$ cat config.mk
export PLATFORM = sky130hd
export DESIGN_NAME = battleship_gen
export DESIGN_NICKNAME = d
export VERILOG_FILES = /design/src/rtl/battleship_gen.sv
export SDC_FILE = /design/constraint.sdc
export NUM_CORES = 1
export LEC_CHECK = 0
export ABC_AREA = 0
export CAP_MARGIN = 30
export CORE_ASPECT_RATIO = 1.4
export CORE_MARGIN = 3
export CORE_UTILIZATION = 62
export CTS_BUF_LIST = sky130_fd_sc_hd__clkbuf_8
export CTS_CLUSTER_DIAMETER = 100
export DETAILED_ROUTE_END_ITERATION = 8
export GPL_TIMING_DRIVEN = 0
export MAX_ROUTING_LAYER = met4
export PLACE_DENSITY = 0.83
export SETUP_SLACK_MARGIN = 0.2
export SKIP_LAST_GASP = 1
export SYNTH_ARGS = -nofsm -noshare
export SYNTH_HDL_FRONTEND = slang
export SYNTH_SLANG_ARGS = --single-unit
$ cat constraint.sdc
create_clock -name clk -period 4.3 [get_ports clk]
set_clock_uncertainty 0.15 [all_clocks]
set_input_delay 0.86 -clock clk [delete_from_list [all_inputs] [get_ports clk]]
set_output_delay 0.86 -clock clk [all_outputs]
set_load 0.005 [all_outputs]
$ cat src/rtl/battleship_gen.sv
// battleship_gen -- two-player battleship game controller.
// Each player places SHIPS ships on a 2^CW x 2^CW grid. The players then take
// turns shooting until one of them sinks every enemy ship. The first player to
// win WIN_GAMES rounds wins the match.
// Ports:
//   clk, rst       clock, synchronous active-high reset
//   start          level; leaves IDLE
//   X, Y           column / row coordinate of the current cell
//   pAb, pBb       player buttons (levels; only rising edges act)
//   disp3..disp0   7-segment patterns (gfedcba in [6:0], dp = 0)
//   led            status LED bar
//   match_over     high once the match has been decided
//   winner         0 = A, 1 = B (valid with match_over)
module battleship_gen #(
  parameter int CW        = 2,
  parameter int SHIPS     = 4,
  parameter int WIN_GAMES = 2,
  parameter int MSG_TICKS = 30,
  parameter int RES_TICKS = 50,
  parameter int RND_TICKS = 100
) (
  input  logic          clk,
  input  logic          rst,
  input  logic          start,
  input  logic [CW-1:0] X,
  input  logic [CW-1:0] Y,
  input  logic          pAb,
  input  logic          pBb,
  output logic [7:0]    disp0,
  output logic [7:0]    disp1,
  output logic [7:0]    disp2,
  output logic [7:0]    disp3,
  output logic [7:0]    led,
  output logic          match_over,
  output logic          winner
);

  localparam int IW   = 2 * CW;
  localparam int NC   = 1 << IW;
  localparam int MAXT = (RND_TICKS > RES_TICKS) ?
                        ((RND_TICKS > MSG_TICKS) ? RND_TICKS : MSG_TICKS) :
                        ((RES_TICKS > MSG_TICKS) ? RES_TICKS : MSG_TICKS);
  localparam int TW   = $clog2(MAXT + 1) + 1;

  typedef enum logic [4:0] {
    IDLE, SHOW_A, A_IN, ERR_A, SHOW_B, B_IN, ERR_B, SHOW_SCORE,
    A_SHOOT, A_RES, B_SHOOT, B_RES, A_WIN, B_WIN, ROUND_SCORE,
    GAME_OVER, GAME_OVER1
  } state_t;

  localparam logic [7:0] L_A   = 8'h77;
  localparam logic [7:0] L_B   = 8'h7C;
  localparam logic [7:0] DASH  = 8'h40;

  state_t          state_q;
  logic [TW-1:0]   timer_q;
  logic [IW-1:0]   idx_q;
  logic [NC-1:0]   map_a_q, map_b_q, shot_a_q, shot_b_q;
  logic [3:0]      cnt_a_q, cnt_b_q, s_a_q, s_b_q;
  logic [2:0]      g_a_q, g_b_q;
  logic            starter_q;    // 0 = A started the round, 1 = B
  logic            winner_q;
  logic            hit_q;        // result of the last shot, shown in *_RES
  logic            err_shoot_q;  // ERR_x returns to *_SHOOT (1) or *_IN (0)
  logic            pab_q, pbb_q;

  logic            pa_fire_s, pb_fire_s, timed_s, tdone_s;
  logic [31:0]     lim_s;

  function automatic logic [7:0] hex7(input logic [3:0] v);
    case (v)
      4'h0: hex7 = 8'h3F;  4'h1: hex7 = 8'h06;  4'h2: hex7 = 8'h5B;  4'h3: hex7 = 8'h4F;
      4'h4: hex7 = 8'h66;  4'h5: hex7 = 8'h6D;  4'h6: hex7 = 8'h7D;  4'h7: hex7 = 8'h07;
      4'h8: hex7 = 8'h7F;  4'h9: hex7 = 8'h6F;  4'hA: hex7 = 8'h77;  4'hB: hex7 = 8'h7C;
      4'hC: hex7 = 8'h39;  4'hD: hex7 = 8'h5E;  4'hE: hex7 = 8'h79;  4'hF: hex7 = 8'h71;
      default: hex7 = 8'h00;
    endcase
  endfunction

  assign pa_fire_s = pAb & ~pab_q;
  assign pb_fire_s = pBb & ~pbb_q;

  // Hold time of the current state; untimed states keep the timer at zero.
  always_comb begin
    timed_s = 1'b1;
    lim_s   = 32'd0;
    case (state_q)
      SHOW_A, SHOW_B, ERR_A, ERR_B:                 lim_s = 32'(MSG_TICKS);
      SHOW_SCORE, A_RES, B_RES, A_WIN, B_WIN,
      GAME_OVER, GAME_OVER1:                        lim_s = 32'(RES_TICKS);
      ROUND_SCORE:                                  lim_s = 32'(RND_TICKS);
      default:                                      timed_s = 1'b0;
    endcase
    tdone_s = timed_s && (32'(timer_q) == lim_s);
  end

  // Game FSM and all datapath registers.
  always_ff @(posedge clk) begin
    if (rst) begin
      state_q     <= IDLE;
      timer_q     <= '0;
      idx_q       <= '0;
      map_a_q     <= '0;
      map_b_q     <= '0;
      shot_a_q    <= '0;
      shot_b_q    <= '0;
      cnt_a_q     <= 4'd0;
      cnt_b_q     <= 4'd0;
      s_a_q       <= 4'd0;
      s_b_q       <= 4'd0;
      g_a_q       <= 3'd0;
      g_b_q       <= 3'd0;
      starter_q   <= 1'b0;
      winner_q    <= 1'b0;
      hit_q       <= 1'b0;
      err_shoot_q <= 1'b0;
      pab_q       <= 1'b0;
      pbb_q       <= 1'b0;
    end else begin
      pab_q <= pAb;
      pbb_q <= pBb;
      idx_q <= {Y, X};
      // Every timed state leaves exactly when the timer expires, so the
      // timer can wrap to zero here without per-transition clears.
      if (timed_s) timer_q <= tdone_s ? '0 : timer_q + TW'(1);

      case (state_q)
        IDLE: if (start) begin
          starter_q <= 1'b0;
          state_q   <= SHOW_A;
        end
        SHOW_A: if (tdone_s) state_q <= A_IN;
        SHOW_B: if (tdone_s) state_q <= B_IN;
        ERR_A:  if (tdone_s) state_q <= err_shoot_q ? A_SHOOT : A_IN;
        ERR_B:  if (tdone_s) state_q <= err_shoot_q ? B_SHOOT : B_IN;
        A_IN: if (pa_fire_s) begin
          if (map_a_q[idx_q]) begin
            err_shoot_q <= 1'b0;
            state_q     <= ERR_A;
          end else begin
            map_a_q[idx_q] <= 1'b1;
            cnt_a_q        <= cnt_a_q + 4'd1;
            if (cnt_a_q + 4'd1 == 4'(SHIPS)) state_q <= starter_q ? SHOW_SCORE : SHOW_B;
          end
        end
        B_IN: if (pb_fire_s) begin
          if (map_b_q[idx_q]) begin
            err_shoot_q <= 1'b0;
            state_q     <= ERR_B;
          end else begin
            map_b_q[idx_q] <= 1'b1;
            cnt_b_q        <= cnt_b_q + 4'd1;
            if (cnt_b_q + 4'd1 == 4'(SHIPS)) state_q <= starter_q ? SHOW_A : SHOW_SCORE;
          end
        end
        SHOW_SCORE: if (tdone_s) state_q <= starter_q ? B_SHOOT : A_SHOOT;
        A_SHOOT: if (pa_fire_s) begin
          if (shot_a_q[idx_q]) begin
            err_shoot_q <= 1'b1;
            state_q     <= ERR_A;
          end else begin
            shot_a_q[idx_q] <= 1'b1;
            hit_q           <= map_b_q[idx_q];
            if (map_b_q[idx_q]) begin
              map_b_q[idx_q] <= 1'b0;
              s_a_q          <= s_a_q + 4'd1;
            end
            state_q <= A_RES;
          end
        end
        B_SHOOT: if (pb_fire_s) begin
          if (shot_b_q[idx_q]) begin
            err_shoot_q <= 1'b1;
            state_q     <= ERR_B;
          end else begin
            shot_b_q[idx_q] <= 1'b1;
            hit_q           <= map_a_q[idx_q];
            if (map_a_q[idx_q]) begin
              map_a_q[idx_q] <= 1'b0;
              s_b_q          <= s_b_q + 4'd1;
            end
            state_q <= B_RES;
          end
        end
        A_RES: if (tdone_s) state_q <= (s_a_q == 4'(SHIPS)) ? A_WIN : B_SHOOT;
        B_RES: if (tdone_s) state_q <= (s_b_q == 4'(SHIPS)) ? B_WIN : A_SHOOT;
        A_WIN: if (tdone_s) begin
          g_a_q     <= g_a_q + 3'd1;
          starter_q <= 1'b0;
          if (g_a_q + 3'd1 == 3'(WIN_GAMES)) begin
            winner_q <= 1'b0;
            state_q  <= GAME_OVER;
          end else begin
            state_q  <= ROUND_SCORE;
          end
        end
        B_WIN: if (tdone_s) begin
          g_b_q     <= g_b_q + 3'd1;
          starter_q <= 1'b1;
          if (g_b_q + 3'd1 == 3'(WIN_GAMES)) begin
            winner_q <= 1'b1;
            state_q  <= GAME_OVER;
          end else begin
            state_q  <= ROUND_SCORE;
          end
        end
        ROUND_SCORE: if (tdone_s) begin
          map_a_q  <= '0;
          map_b_q  <= '0;
          shot_a_q <= '0;
          shot_b_q <= '0;
          s_a_q    <= 4'd0;
          s_b_q    <= 4'd0;
          cnt_a_q  <= 4'd0;
          cnt_b_q  <= 4'd0;
          state_q  <= starter_q ? SHOW_B : SHOW_A;
        end
        GAME_OVER:  if (tdone_s) state_q <= GAME_OVER1;
        GAME_OVER1: if (tdone_s) state_q <= GAME_OVER;
        default: state_q <= IDLE;
      endcase
    end
  end

  // Display / LED decode of the registered state.
  always_comb begin
    disp3 = 8'h00;
    disp2 = 8'h00;
    disp1 = 8'h00;
    disp0 = 8'h00;
    led   = 8'h00;
    case (state_q)
      IDLE: begin
        disp3 = 8'h06; disp2 = 8'h5E; disp1 = 8'h38; disp0 = 8'h79; led = 8'h99;
      end
      SHOW_A: begin disp3 = L_A; led = 8'h99; end
      SHOW_B: begin disp3 = L_B; led = 8'h99; end
      ERR_A, ERR_B: begin
        disp3 = 8'h79; disp2 = 8'h50; disp1 = 8'h50; disp0 = 8'h5C;
      end
      A_IN: begin
        disp1 = hex7(4'(X)); disp0 = hex7(4'(Y));
        led   = {1'b1, 1'b0, cnt_a_q[1:0], 4'b0000};
      end
      B_IN: begin
        disp1 = hex7(4'(X)); disp0 = hex7(4'(Y));
        led   = {4'b0000, cnt_b_q[1:0], 1'b0, 1'b1};
      end
      A_SHOOT: begin
        disp1 = hex7(4'(X)); disp0 = hex7(4'(Y));
        led   = {1'b1, s_a_q[2:0], s_b_q[2:0], 1'b0};
      end
      B_SHOOT: begin
        disp1 = hex7(4'(X)); disp0 = hex7(4'(Y));
        led   = {1'b0, s_a_q[2:0], s_b_q[2:0], 1'b1};
      end
      A_RES, B_RES: begin
        disp2 = hex7(s_a_q); disp1 = DASH; disp0 = hex7(s_b_q);
        led   = hit_q ? 8'hFF : 8'h00;
      end
      A_WIN, B_WIN: begin
        disp3 = (state_q == A_WIN) ? L_A : L_B;
        disp2 = hex7(s_a_q); disp1 = DASH; disp0 = hex7(s_b_q);
        led   = 8'hAA;
      end
      SHOW_SCORE: begin
        disp2 = hex7({1'b0, g_a_q}); disp1 = DASH; disp0 = hex7({1'b0, g_b_q});
        led   = 8'hAA;
      end
      ROUND_SCORE: begin
        disp3 = starter_q ? L_B : L_A;
        disp2 = hex7({1'b0, g_a_q}); disp1 = DASH; disp0 = hex7({1'b0, g_b_q});
        led   = 8'hAA;
      end
      GAME_OVER, GAME_OVER1: begin
        disp3 = winner_q ? L_B : L_A;
        disp2 = hex7({1'b0, g_a_q}); disp1 = DASH; disp0 = hex7({1'b0, g_b_q});
        led   = (state_q == GAME_OVER) ? 8'hAA : 8'h55;
      end
      default: led = 8'h00;
    endcase
  end

  assign match_over = (state_q == GAME_OVER) || (state_q == GAME_OVER1);
  assign winner     = winner_q;

endmodule

==> flow_metrics.env, run 1 <==
export IMPL_status="finished clean"
export IMPL_drive_gt1_share_pct=13.41
export IMPL_syn_inst=976
export IMPL_layout_cells_most_common_list="148 x nor2_1, 136 x dfxtp_1, 80 x a21oi_1, 66 x o21ai_0, 53 x nand2_1"
export IMPL_fin_nets=1099
export IMPL_initial_utilization_pct=64.67
export IMPL_routed_via_density=6.419
export IMPL_cts_tree="done"
export IMPL_syn_avg_cell_area_um2=8.357
export IMPL_layout_commonest_cell="nor2_1"
export IMPL_h_tree_depth=4
export IMPL_clk_pin_slew_worst_paths_ps=90
export IMPL_hold_buffers=0
export IMPL_synth_seq_cells=137
export IMPL_grt_pass1_vias=7764
export IMPL_synth_seq_area_share_pct=33.62
export IMPL_die_area_um2=14590
export IMPL_hp_class="flop to flop"
export IMPL_path_max_fanout=10
export IMPL_antenna_found_initial=0
export IMPL_cts_inserted_buffers=17
export IMPL_worstSetupEndpointType="flop"
export IMPL_busiest_layer="met2"
export IMPL_drt_wl_total_um=25080
export IMPL_synth_async_reset_ratio_pct=0
export IMPL_p_leak_uw=0.003709
export IMPL_core_area_um2=12610
export IMPL_dp_hpwl_um=18030
export IMPL_yosys_warnings=0
export IMPL_io_buffers=46
export IMPL_wl_per_cell_um=20.63
export IMPL_globalplace_congestion=1.067
export IMPL_final_cells=1216
export IMPL_finalMaxSlewViolations=0
export IMPL_cp_start_kind="flop"
export IMPL_synth_flop_cell="dfxtp_1"
export IMPL_met1_usage_pct=39.05
export IMPL_cp_arrival_ps=4230
export IMPL_grt_ovfl_total=0
export IMPL_synth_edff_count=0
export IMPL_ant_nets=0
export IMPL_drt_iter0_drc=890
export IMPL_fin_crit_sh_pct=93.12
export IMPL_die_h_um=141.7
export IMPL_dp_worst_setup_slack_ps=-35.50
export IMPL_critical_path_class="flop to flop"
export IMPL_clock_sinks=137
export IMPL_dr_pass1_iters=7
export IMPL_setup_ws_ps=295.9
export IMPL_grt_use_total_pct=35.88
export IMPL_vias=7805
export IMPL_dp_cells=1176
export IMPL_area_delta_synth_final_pct=16.78
export IMPL_max_freq_ghz=0.2497
export IMPL_die_w_um=102.9
export IMPL_use_met2_pct=57.32
export IMPL_grt_first_pass_wirelength_um=39020
export IMPL_slew_headroom_pct=23.78
export IMPL_cap_violations=0
export IMPL_antenna_cells=0
export IMPL_io_pins=51
export IMPL_total_power_uw=4371
export IMPL_row_count=48
export IMPL_finalCriticalPeriod_ps=4004
export IMPL_final_hold_violation_count=0
export IMPL_setup_viol=0
export IMPL_grt_max_degree=17
export IMPL_worst_pin_slew_ps=1135
export IMPL_clock_root_buffer="clkbuf_8"
export IMPL_vdd_ir_drop_max_mv=0.4295
export IMPL_grt_setup_unrepaired="yes"
export IMPL_use_met3_pct=7.870
export IMPL_drc=0
export IMPL_synth_area_um2=8157
export IMPL_critical_path_required_ps=4530
export IMPL_power_density_nw_per_um2=458.9
export IMPL_synth_cell_types=82
export IMPL_insertion_delay_ps=470
export IMPL_cts_buffer_depth=2
-- where the power goes --
group,switching (µW),internal (µW),leakage (µW)
clock,530,812,0.000256
combinational,929,760,0.00235
sequential,39.6,1300,0.00111
-- layer usage --
layer,part of all wire (%),up-vias
li1,-,3623
met1,37,3633
met2,49,422
met3,6.4,127
met4,7.5,0
met5,0,-
-- cell type report --
type	instances	area, µm²
inverters	43	161.4
clock buffers	17	234.0
repair buffers	55	523.0
plain buffers	73	390.4
fillers	956	3087
clock inverters	15	271.5
multi-input cells	726	5014
well taps	150	187.7
flip-flops and latches	137	2744
-- Yosys cell counts (all sizes together) (5+ instances only) --
cell type,n,area [µm²]
or2,8,50.05
xnor2,14,130.1
nor4,9,56.30
a2bb2oi,5,43.79
xor2,14,122.6
nand3,26,130.1
a21o,6,45.04
ha,37,462.9
inv,43,161.4
mux2,7,82.57
o31ai,7,52.55
clkbuf,42,157.7
buf,31,207.7
a21oi,84,424.2
dfxtp,137,2743
a221o,7,70.07
mux4,18,405.4
nand2,54,202.7
nor2b,11,68.82
mux2i,28,292.8
o21ai,71,355.3
nor3,17,101.4
nor2,153,586.8
a211oi,5,42.54
a22oi,41,307.8
nand4,8,50.05
and2,12,75.08
nand2b,10,62.56
or3,7,43.79
-- critical path, cell delays in order, from the launching register on --
cell	delay, ps
dfxtp_1	340
buf_6	140
buf_6	190
buf_6	170
mux4_2	530
mux2i_4	210
mux2i_4	130
o21bai_4	180
o2111ai_4	200
nor2_2	180
buf_4	190
nand3_1	170
a21oi_4	250
buf_4	150
ha_1	200
nor4b_1	80
a41oi_1	170
nand3_1	90
a32oi_1	170
-- kinds of logic (layout without fill, tap and decap cells) --
family	Yosys count	in the layout	synth area share, %
muxes	53	53	9.572
buffers and inverters	116	203	6.458
DFF	137	137	33.62
adders and majority gates	37	37	5.676
other	1	4	0.04598
AOI/OAI and AO/OA	270	270	21.74
and+or+nand+nor	334	334	19.79
xor gates and xnor gates	28	28	3.099
-- final timing paths --
kind               startpoint     endpoint  slack (ps)  depth (start not counted)
hold / removal    shot_a_q[8]  shot_a_q[8]         320                          2
setup / recovery     idx_q[1]         flop         300                         18
setup reg to reg     idx_q[1]         flop         300                         18
hold reg to reg   shot_a_q[8]  shot_a_q[8]         320                          2
-- timing repair --
item / in CTS / in global routing
cloned: 0 / 0
pin swaps: 1 / 3
endpoints found under the setup margin: 26 / 34
setup buffers: 0 / 6
resized for setup: 19 / 26
-- per-stage QoR --
stage | area, µm² | hold slack, ps | setup TNS, ps | utilization [%]
finish | 9525 | 321.1 | 0 | 75.53
global route | 9525 | 328.0 | 0 | 75.53
CTS | 9389 | 322.1 | 0 | 74.44
detailed placement | 8821 | 302.1 | -137.7 | 69.94
global placement | 8816 | 292.1 | -520.5 | 69.90
floorplan | 8168 | 281.5 | 0 | -
No activity file was read; power rests on OpenSTA's default activity.
==> run 2, diff against run 1 <==
Settings changed: CORE_UTILIZATION 62 to 55, PLACE_DENSITY 0.83 to 0.75.
==> run 2 against run 1 <==
Net effect:
- via count is 2.2% lower
- die area is 12% higher
- setup slack worse by 36 ps
- maximum frequency is 0.89% lower
- largest cell class unchanged
- largest power group unchanged
==> flow_metrics.env, run 2 (same netlist as run 1, synthesis figures left out) <==
export IMPL_die_w_um=108.9
export IMPL_die_area_um2=16350
export IMPL_post_dp_cell_area_um2=8870
export IMPL_cts_inserted_buffers=17
export IMPL_antenna_cells=0
export IMPL_drt_iter0_drc=528
export IMPL_cts_buffer_depth=2
export IMPL_slew_headroom_pct=30.02
export IMPL_core_area_um2=14510
export IMPL_grt_setup_unrepaired="yes"
export IMPL_cp_arrival_ps=3030
export IMPL_clock_root_buffer="clkbuf_8"
export IMPL_cp_start_kind="flop"
export IMPL_status="finished clean"
export IMPL_p_leak_uw=0.003659
export IMPL_critical_path_class="flop to output port"
export IMPL_worst_pin_slew_ps=1042
export IMPL_power_density_nw_per_um2=438.6
export IMPL_rr_worst_depth=17
export IMPL_routed_via_density=6.084
export IMPL_grt_ovfl_total=0
export IMPL_vdd_ir_drop_max_mv=0.2826
export IMPL_min_delay_worst_endpoint="shot_a_q[12]"
export IMPL_cts_tree="done"
export IMPL_drt_wl_total_um=24350
export IMPL_globalplace_congestion=0.9881
export IMPL_die_h_um=150.1
export IMPL_dp_cells=1215
export IMPL_r2r_setup_slack_ps=330
export IMPL_layout_commonest_cell="nor2_1"
export IMPL_antenna_found_initial=0
export IMPL_dr_pass1_iters=7
export IMPL_fin_crit_sh_pct=93.95
export IMPL_grt_max_degree=17
export IMPL_io_buffers=46
export IMPL_fin_nets=1099
export IMPL_max_freq_ghz=0.2475
export IMPL_wl_per_cell_um=19.40
export IMPL_drive_gt1_share_pct=13.60
export IMPL_finalMaxSlewViolations=0
export IMPL_fin_area_um2=9493
export IMPL_insertion_delay_ps=460
export IMPL_dp_hpwl_um=18090
export IMPL_grt_pass1_vias=7254
export IMPL_worstReg2RegStart="idx_q[1]"
export IMPL_vias=7636
export IMPL_drc=0
export IMPL_worstSetupEndpointType="output port"
export IMPL_clk_pin_slew_worst_paths_ps=80
export IMPL_finalCriticalPeriod_ps=4040
export IMPL_hold_path_depth=2
export IMPL_hp_class="flop to flop"
export IMPL_layout_cells_most_common_list="148 x nor2_1, 137 x dfxtp_1, 79 x a21oi_1, 65 x o21ai_0, 53 x nand2_1"
export IMPL_final_cells=1255
export IMPL_h_tree_depth=4
export IMPL_grt_use_total_pct=30.99
export IMPL_clock_sinks=137
export IMPL_area_delta_synth_final_pct=16.38
export IMPL_row_count=52
export IMPL_cap_violations=0
export IMPL_ant_nets=0
export IMPL_path_max_fanout=10
export IMPL_setup_viol=0
export IMPL_initial_utilization_pct=56.22
export IMPL_grt_first_pass_wirelength_um=37690
export IMPL_final_hold_violation_count=0
export IMPL_finalSetupTns_ps=0
export IMPL_io_pins=51
export IMPL_holdWs_ps=314.2
export IMPL_fillerInstances=1248
export IMPL_min_delay_start="shot_a_q[12]"
export IMPL_critical_path_required_ps=3290
-- run 2: worst max path at each step --
| stage | startpoint | to | slack [ps] |
|---|---|---|---|
| 6_report | state_q[0] | disp0[5] | 260 |
| 5_1_grt | state_q[3] | disp0[0] | 160 |
| 3_3_place_gp | state_q[1] | disp0[4] | -140 |
| 2_1_floorplan | idx_q[1] | flop | 760 |
| 4_1_cts | state_q[0] | disp0[5] | 200 |
| 3_5_place_dp | state_q[1] | disp0[4] | -140 |
-- run 2: per-stage QoR --
| step | total power (µW) | util [%] | setup WS [ps] |
|---|---|---|---|
| finish | 4164 | 65.43 | 260.1 |
| detailed placement | 2977 | 61.13 | -142.4 |
| floorplan | 2266 | - | 763.0 |
| CTS | 4120 | 64.44 | 201.3 |
| global placement | 2978 | 61.10 | -139.4 |
| global route | 4376 | 65.43 | 156.1 |
-- run 2: where the power goes --
group          switching (µW)  internal, µW  leakage (µW)
Clock                     537           592      0.000208
Sequential               39.5          1300       0.00111
Combinational             926           770       0.00234
Total                    1500          2660       0.00366
-- run 2: repair_timing --
item / 4_1_cts / 5_1_grt
hold buffers: 0 / 0
buffers inserted: 0 / 8
endpoints found under the setup margin: 30 / 31
pin swaps: 1 / 4
cloned: 0 / 0
resized for setup: 21 / 25
-- run 2: final cells by class --
| cell class | instances | area (µm²) | area share, % |
|---|---|---|---|
| Clock inverter | 14 | 170.2 | 1.793 |
| Buffer | 73 | 392.9 | 4.139 |
| Sequential cell | 137 | 2743 | 28.89 |
| Clock buffer | 18 | 247.7 | 2.610 |
| Tap cell | 189 | 236.5 | 2.491 |
| Multi-Input combinational cell | 726 | 5016 | 52.84 |
| Inverter | 43 | 161.4 | 1.700 |
| Timing Repair Buffer | 55 | 525.5 | 5.536 |
-- run 2: critical path: stages, from the launching register on --
cell	delay, ps
dfxtp_1	430
buf_2	300
buf_2	280
nor2_1	130
o31ai_4	410
buf_4	280
a221oi_1	100
o21ai_0	110
clkdlybuf4s50_1	530
-- run 2: routing by layer --
metal	global-route usage [%]	vias up	wire length, µm	part of all wire [%]
met1	33.80	3561	9016	37
met2	51.23	336	12050	49
met5	-	-	0	0
met3	4.547	104	1439	5.9
met4	21.86	0	1848	7.6
li1	-	3635	-	-
==> run 3, diff against run 2 <==
Settings changed: CTS_CLUSTER_DIAMETER 100 to 200.
Clock period 4.3 ns to 4.5 ns, I/O delays scaled along.
==> run 3 against run 2 <==
Net effect:
- sequential power down 4%
- setup slack improved by 19 ps
- cell count down 0.56%
- flip-flop and latch count stayed put
- first-iteration DRC count rose by 4.5%
- clock power decreased by 4%
- critical path depth is 1 higher
- die area is the same
- sequential share of layout area grew 0.33 points
- hold slack about the same
- largest cell class unchanged
==> flow_metrics.env, run 3 (same netlist as run 1, synthesis figures left out) <==
export IMPL_status="finished clean"
export IMPL_routed_via_density=6.069
export IMPL_drt_wl_total_um=24220
export IMPL_grt_max_degree=17
export IMPL_critical_path_class="flop to output port"
export IMPL_finalCriticalPeriod_ps=4221
export IMPL_min_delay_worst_endpoint="shot_a_q[12]"
export IMPL_worstReg2RegStart="idx_q[1]"
export IMPL_vdd_ir_drop_max_mv=0.2682
export IMPL_core_area_um2=14510
export IMPL_finalMaxSlewViolations=0
export IMPL_cts_inserted_buffers=17
export IMPL_grt_first_pass_wirelength_um=37700
export IMPL_grt_pass1_vias=7253
export IMPL_antenna_found_initial=0
export IMPL_r2r_setup_slack_ps=480
export IMPL_die_area_um2=16350
export IMPL_startpoint="state_q[0]"
export IMPL_h_tree_depth=4
export IMPL_slew_headroom_pct=29.15
export IMPL_clk_pin_slew_worst_paths_ps=80
export IMPL_utilization_pct=64.69
export IMPL_post_dp_cell_area_um2=8870
export IMPL_fin_nets=1092
export IMPL_wl_per_cell_um=19.41
export IMPL_max_freq_ghz=0.2369
export IMPL_final_hold_violation_count=0
export IMPL_area_delta_synth_final_pct=15.06
export IMPL_drc=0
export IMPL_multiInputGateArea_um2=4972
export IMPL_vias=7574
export IMPL_grt_use_total_pct=31.00
export IMPL_regArea_um2=2743
export IMPL_hp_class="flop to flop"
export IMPL_cts_tree="done"
export IMPL_clock_root_buffer="clkbuf_8"
export IMPL_globalplace_congestion=0.9881
export IMPL_die_w_um=108.9
export IMPL_row_count=52
export IMPL_ant_nets=0
export IMPL_antenna_cells=0
export IMPL_cts_buffer_depth=2
export IMPL_worstSetupEndpointType="output port"
export IMPL_dp_hpwl_um=18090
export IMPL_p_leak_uw=0.003611
export IMPL_setup_viol=0
export IMPL_power_density_nw_per_um2=421.4
export IMPL_layout_cells_most_common_list="149 x nor2_1, 137 x dfxtp_1, 81 x a21oi_1, 66 x o21ai_0, 53 x nand2_1"
export IMPL_total_power_uw=3955
export IMPL_fin_crit_sh_pct=93.79
export IMPL_drive_gt1_share_pct=12.46
export IMPL_cp_start_kind="flop"
export IMPL_grt_setup_unrepaired="no"
export IMPL_fin_area_um2=9385
export IMPL_io_pins=51
export IMPL_final_cells=1248
export IMPL_drt_iter0_drc=552
export IMPL_min_delay_start="shot_a_q[12]"
export IMPL_die_h_um=150.1
export IMPL_clock_sinks=137
export IMPL_rr_worst_depth=16
export IMPL_cp_arrival_ps=3170
export IMPL_cap_violations=0
export IMPL_hold_path_depth=2
export IMPL_finalSetupTns_ps=0
export IMPL_fillerInstances=1269
export IMPL_layout_commonest_cell="nor2_1"
export IMPL_dp_cells=1215
export IMPL_path_max_fanout=10
export IMPL_grt_ovfl_total=0
export IMPL_insertion_delay_ps=470
export IMPL_initial_utilization_pct=56.22
export IMPL_critical_path_required_ps=3450
export IMPL_worst_pin_slew_ps=1055
export IMPL_hold_buffers=0
export IMPL_dr_pass1_iters=7
export IMPL_io_buffers=46
-- run 3: timing repair --
action                                 4_1_cts  5_1_grt
setup buffers                                0        1
setup endpoints to repair                   16       27
endpoints found under the hold margin        0        0
pin swaps                                    0        1
gates resized for setup                     11       21
-- run 3: metrics by stage --
stage | hold WS (ps) | worst slack, ps
floorplan | 281.5 | 963.0
global placement | 291.8 | 20.59
detailed placement | 300.3 | 17.65
CTS | 318.0 | 214.6
global route | 341.3 | 197.0
finish | 314.5 | 279.3
-- run 3: how the worst max path moves through the flow --
stage,depth (start not counted),endpoint,slack (ps)
2_1_floorplan,19,flop,960
3_5_place_dp,8,disp0[4],20
6_report,9,disp0[5],280
5_1_grt,9,disp0[5],200
3_3_place_gp,8,disp0[4],20
4_1_cts,8,disp0[3],210
-- run 3: cell type report --
class	instances	area share, %
clock buffers	18	2.640
repair buffers	48	5.039
clock inverters	14	1.813
flip-flops and latches	137	29.22
well taps	189	2.520
inverters	43	1.720
plain buffers	73	4.066
multi-input cells	726	52.98
-- run 3: routing by layer --
layer / share of wire, % / up-vias / global-route usage [%]
met5: 0 / - / -
met4: 7.1 / 0 / 21.67
met3: 5.6 / 94 / 4.762
met2: 50 / 325 / 51.26
met1: 38 / 3536 / 33.74
li1: - / 3619 / -
-- run 3: report_power, final --
part | internal, µW | total [µW] | switching (µW) | leakage [µW]
logic | 716 | 1590 | 877 | 0.00230
registers | 1240 | 1280 | 35.5 | 0.00111
clock network | 566 | 1080 | 518 | 0.000208
total | 2520 | 3950 | 1430 | 0.00361
-- run 3: worst max-delay path, stage by stage, from the launching register on --
cell and delay (ps):
dfxtp_1 360, buf_2 220, nor2_1 370, a21oi_1 160, or2_2 290, clkbuf_1 190
inv_1 290, nand2_1 140, o21ai_0 170, clkdlybuf4s50_1 530
